<file path="config.mk">
export PLATFORM = sky130hd
export DESIGN_NAME = serial_sub
export DESIGN_NICKNAME = d
export VERILOG_FILES = /design/src/rtl/serial_sub.sv
export SDC_FILE = /design/constraint.sdc
export NUM_CORES = 1
export LEC_CHECK = 0
export CORE_ASPECT_RATIO = 1.1
export CORE_MARGIN = 2
export CORE_UTILIZATION = 25
export CTS_CLUSTER_DIAMETER = 80
export DETAILED_ROUTE_END_ITERATION = 10
export DONT_BUFFER_PORTS = 1
export SETUP_SLACK_MARGIN = 0.15
export SYNTH_ARGS = -nofsm -noshare
export SYNTH_HDL_FRONTEND = slang
export SYNTH_SLANG_ARGS = --single-unit
</file>
<file path="constraint.sdc">
create_clock -name clk -period 1.44 [get_ports clk]
set_input_delay 0.432 -clock clk [delete_from_list [all_inputs] [get_ports clk]]
set_output_delay 0.432 -clock clk [all_outputs]
set_load 0.05 [all_outputs]
</file>
<file path="src/rtl/serial_sub.sv">
// Bit-serial WIDTH-bit subtractor: {bout, diff} = a - b - bin, LSB first, one bit
// per clock through a single full-subtractor cell, with a start/busy/done handshake.
module serial_sub #(
  parameter int WIDTH = 4
) (
  input  logic             clk,
  input  logic             rst,
  input  logic             start,
  input  logic [WIDTH-1:0] a,
  input  logic [WIDTH-1:0] b,
  input  logic             bin,
  output logic             busy,
  output logic             done,
  output logic [WIDTH-1:0] diff,
  output logic             bout
);

  localparam int CW = (WIDTH > 2) ? $clog2(WIDTH) : 1;

  typedef enum logic [1:0] {
    IDLE,
    SHIFT,
    DONE
  } state_t;

  state_t           state_q;
  state_t           state_d;
  logic [WIDTH-1:0] a_sr;
  logic [WIDTH-1:0] b_sr;
  logic [WIDTH-1:0] res;
  logic             br;
  logic [CW-1:0]    cnt;

  logic d_bit;
  logic br_next;
  logic accept;
  logic last;

  // Full-subtractor cell working on the current LSBs of the operand shift registers.
  assign d_bit   = a_sr[0] ^ b_sr[0] ^ br;
  assign br_next = (~a_sr[0] & b_sr[0]) | (~(a_sr[0] ^ b_sr[0]) & br);

  // A new request is taken in IDLE and in the DONE cycle, never mid-operation.
  assign accept = start && (state_q != SHIFT);
  assign last   = (state_q == SHIFT) && (cnt == CW'(WIDTH - 1));

  assign busy = (state_q == SHIFT);
  assign done = (state_q == DONE);

  // NOTE: sequential state uses non-blocking assignments so every flop samples pre-edge values.
  always_ff @(posedge clk) begin
    if (rst) state_q <= IDLE;
    else     state_q <= state_d;
  end

  always_comb begin
    state_d = state_q;
    case (state_q)
      IDLE:    if (start) state_d = SHIFT;
      SHIFT:   if (last)  state_d = DONE;
      DONE:    state_d = start ? SHIFT : IDLE;
      default: state_d = IDLE;
    endcase
  end

  always_ff @(posedge clk) begin
    if (rst) begin
      a_sr <= '0;
      b_sr <= '0;
      res  <= '0;
      br   <= 1'b0;
      cnt  <= '0;
      diff <= '0;
      bout <= 1'b0;
    end else if (accept) begin
      a_sr <= a;
      b_sr <= b;
      br   <= bin;
      cnt  <= '0;
    end else if (state_q == SHIFT) begin
      a_sr <= a_sr >> 1;
      b_sr <= b_sr >> 1;
      res  <= {d_bit, res[WIDTH-1:1]};
      br   <= br_next;
      cnt  <= cnt + CW'(1);
      // The final difference bit goes straight into diff alongside the shifted result.
      if (last) begin
        diff <= {d_bit, res[WIDTH-1:1]};
        bout <= br_next;
      end
    end
  end

endmodule

</file>
Word level (Yosys, flattened, before mapping)
Index checks and enable logic that the tools add are counted.

Muxes and demuxes: 10. Bitwise logic cells: 8. $add $sub $neg: 1. Eq/ne operators: 6. Reduce and logical (&&, ||, !) cells: 8. Multiply operators: 0. Order comparisons: 0. Div/mod/pow operators: 0. Shift-type cells: 0.

Operators with widths (number): 2-to-1 mux 4 bit (4); one-hot mux 2 bit (3 select lines) (1); equality test 2 bit, second input constant (2); 2-to-1 mux 2 bit (2); != test 2 x 1 -> 1 bit, second input constant (2); AND reduction 2 bit (2); 2-to-1 mux 1 bit (3); NOT 1 bit (3); AND reduction 3 bit (1); adder 2 x 1 -> 2 bit, second input constant (1); AND 1 bit (2); equality test 2 x 1 -> 1 bit, second input constant (1); logical AND 1 bit (2); zero test 2 bit (1); != test 2 bit, second input constant (1); nonzero test 2 bit (1); OR reduction 2 bit (1); bitwise XOR 1 bit (2); bitwise OR 1 bit (1).

ROM bits: 0. Bits in registers: 22. Memories: 0. Latch bits: 0. Word-level logic and storage cells: 41. RAM bits: 0.

Logic depth before layout (Yosys ltp)
Depth in word-level cells: 6. Mapped depth: 5.

Worst setup path after synthesis
No wires, ideal clock.

Kind: register to output. Start: register state_q[0]. End: output done. Arrival time: 1023 ps. Buffers on the path: 0. Stages on the path, launching flop included: 2. Slack: -15 ps. Cells stage by stage: dfxtp_1 > nor2b_1.

Cells in the longest elaborated chain, start to end: 1.

Ends and longest elaborated chain: start: declaration (RTL line 26) `state_t state_q;`; start signal: assignment (RTL line 53) `else state_q <= state_d;`; equality test 2 bit (RTL line 48) `assign done = (state_q == DONE);`; end: declaration (RTL line 13) `output logic done,`.

No other way between the ends.

Worst setup path after layout
Start: register state_q[1]. End: output done.

Same word-level chain as after synthesis.

==> out/metrics.cfg <==
[floorplanning]
die_area_sq_um=4170
core.rowCount=23
die_x_um=61.8
die_h_um=67.5
io_pins=19
initial_core_util=0.257
core_area_sq_um=3570

[synthesis]
synth_seq_cells=21
yosys_warnings=0
syn_avg_cell_area_sq_um=9.76
synth_area_sq_um=917
syn_inst=94
syn_nets=108
ys_seq_area_frac=0.458
synth_cell_types=25

[global_route]
grt_max_degree=22
grt_pass1_wl_mm=2.82
grt_usage=0.0899
first_global_vias=624
grt.overflow.total=0
antenna_found_initial=0

[pwr]
power_density_nw_per_um2=1090
irDropWorstVdd_mv=0.284
leakagePower_nw=0.381

[placed_design]
dpl_cell_area_sq_um=958
io_buffers=0
dp_hpwl_mm=1.21
gp_congestion=0.718
placedCellCount=141

[sta]
tns_ps=0
hold_violations=0
finalClockSkew_ps=3.19
fin_crit_sh=0.913
setup_viol=0
max-slew-margin-rel=0.818
drv_slew=0
clock.fmax_mhz=760
whs_ps=233
fin_crit_ps=1320
worst_pin_slew_ps=274
rsz0062_at_grt=yes

[worst_hold_path]
min-delay-start=rst
min_to=diff[2]$_SDFFE_PP0P_
min_path_cells=1
hold_path_class=primary input to register

[cts]
htreeDepth=1
numCtsBuffers=3
cts_root_buf=clkbuf_8
clkTransAtPathRegs_ps=70
clk_latency_ps=250
cts.sinks=21
clk_path_buf_depth=2
cts_tree=built

[worst_setup_path]
crit_type=register to output port
arrival_ps=880
cp_data_required_time_ps=1010
r2r_cells=4
cp_slowest_stage_delay_ps=340
critPathLaunch=state_q[1]$_SDFFE_PP0P_
reg2reg_to=diff[3]$_SDFFE_PP0P_
crit_fanout=3
r2r-start=br$_SDFFE_PP0P_
end_kind=output port
cp-start-kind=register
crit_family=flip-flops
cp_slowest_cell=dfxtp_2
cp_cell_sequence=nor2b_4 > buf_6
path_depth=2
path_buf_inv=1
rrSetupSlack_ps=240

[cells_and_area]
fillCellCount=396
final_area_sq_um=1050
final_nets=112
diodes=0
regArea_sq_um=427
multiInputGateArea_sq_um=442
syn_to_final_growth_pct=14.9
drive_above_1_share=0.258
final_common_cell=dfxtp_1
final_cells=147
final_cell_mix=dfxtp_1, nand2_1, a21oi_1, nor2_1, mux2i_1

[route]
dr_total_vias=629
drtIter0Drc=7
drc_errors=0
drt-total-wl_mm=1.72
firstDrtPassIters=3
postRouteAntennaNets=0
wl_per_cell_um=11.7
viasPerCell=4.28

[run]
drv_cap=0

[outcome]
status=completed

[synth_stat cells, drive strengths merged]
cell / count / share of area
a211oi: 6 / 0.082
a21oi: 10 / 0.055
a221oi: 1 / 0.016
a2bb2oi: 1 / 0.0096
a311oi: 1 / 0.0096
buf: 6 / 0.055
clkbuf: 1 / 0.0041
clkinv: 1 / 0.0055
dfxtp: 21 / 0.46
fa: 1 / 0.022
ha: 1 / 0.014
inv: 3 / 0.012
mux2i: 8 / 0.087
nand2: 12 / 0.049
nand2b: 2 / 0.016
nand3: 4 / 0.022
nand3b: 3 / 0.025
nor2: 8 / 0.033
nor2b: 1 / 0.0068
nor3: 2 / 0.011
o21a: 1 / 0.0082
[sequential cells by signal, indices dropped and copies added, names as in the netlist]
name / cells
diff: 4
res: 3
a_sr: 4
state_q: 2
bout: 1
cnt: 2
br: 1
b_sr: 4
[metal layers]
metal	wire length [um]	track usage	vias up
met1	762	0.111	289
li1	-	-	329
met3	113	0.0268	2
met4	25	0.0399	0
met5	0	0	-
met2	824	0.142	9
[kinds of logic (layout without fill, tap and decap cells)]
kind of cell | count (synthesis) | after routing | synth area share
AOI/OAI and AO/OA | 20 | 20 | 0.180
adders and majority gates | 2 | 2 | 0.0355
buffers and inverters | 11 | 14 | 0.0764
DFF | 21 | 21 | 0.458
muxes | 8 | 8 | 0.0873
and+or+nand+nor | 32 | 32 | 0.162
[through the flow]
stage,setup WS (ps),util,total power [mW]
after floorplan,224,-,0.778
after global placement,242,0.269,0.773
after detailed placement,173,0.269,0.777
after CTS,106,0.291,1.16
after global routing,79.6,0.295,1.20
final,125,0.295,1.15
[worst max-delay path by stage]
stage,endpoint,slack (ps)
floorplan,busy,220
global placement,diff[3]$_SDFFE_PP0P_,240
detailed placement,bout$_SDFFE_PP0P_,170
CTS,done,110
global route,done,80
finish,done,120
[report_power, final]
group          switching (mW)  leakage [nW]  total, mW  internal [mW]
sequential             0.0205         0.174      0.633          0.613
clock                   0.172        0.0228      0.368          0.196
combinational          0.0807         0.184      0.145         0.0640
[worst reg2reg max path: stages (launching register included)]
cell     delay [ps]
dfxtp_1         320
inv_1            60
fa_1            550
nand3_1          90
a21oi_1         120
[final cells by class]
| cell class | instances | share of cell area |
|---|---|---|
| multi-input cells | 62 | 0.419 |
| flip-flops and latches | 21 | 0.405 |
| well taps | 50 | 0.0594 |
| clock buffers | 4 | 0.0428 |
| repair buffers | 5 | 0.0392 |
| inverters | 4 | 0.0261 |
| repair inverters | 1 | 0.00831 |
[what timing repair did]
| action | in CTS | in global routing |
|---|---|---|
| resized for setup | 9 | 2 |
| hold buffers | 0 | 0 |
| gates cloned | 1 | 0 |
| setup buffers | 0 | 1 |
| endpoints found under the setup margin | 6 | 5 |
| pin swaps | 0 | 1 |
Power figures use the tool's default switching activity.
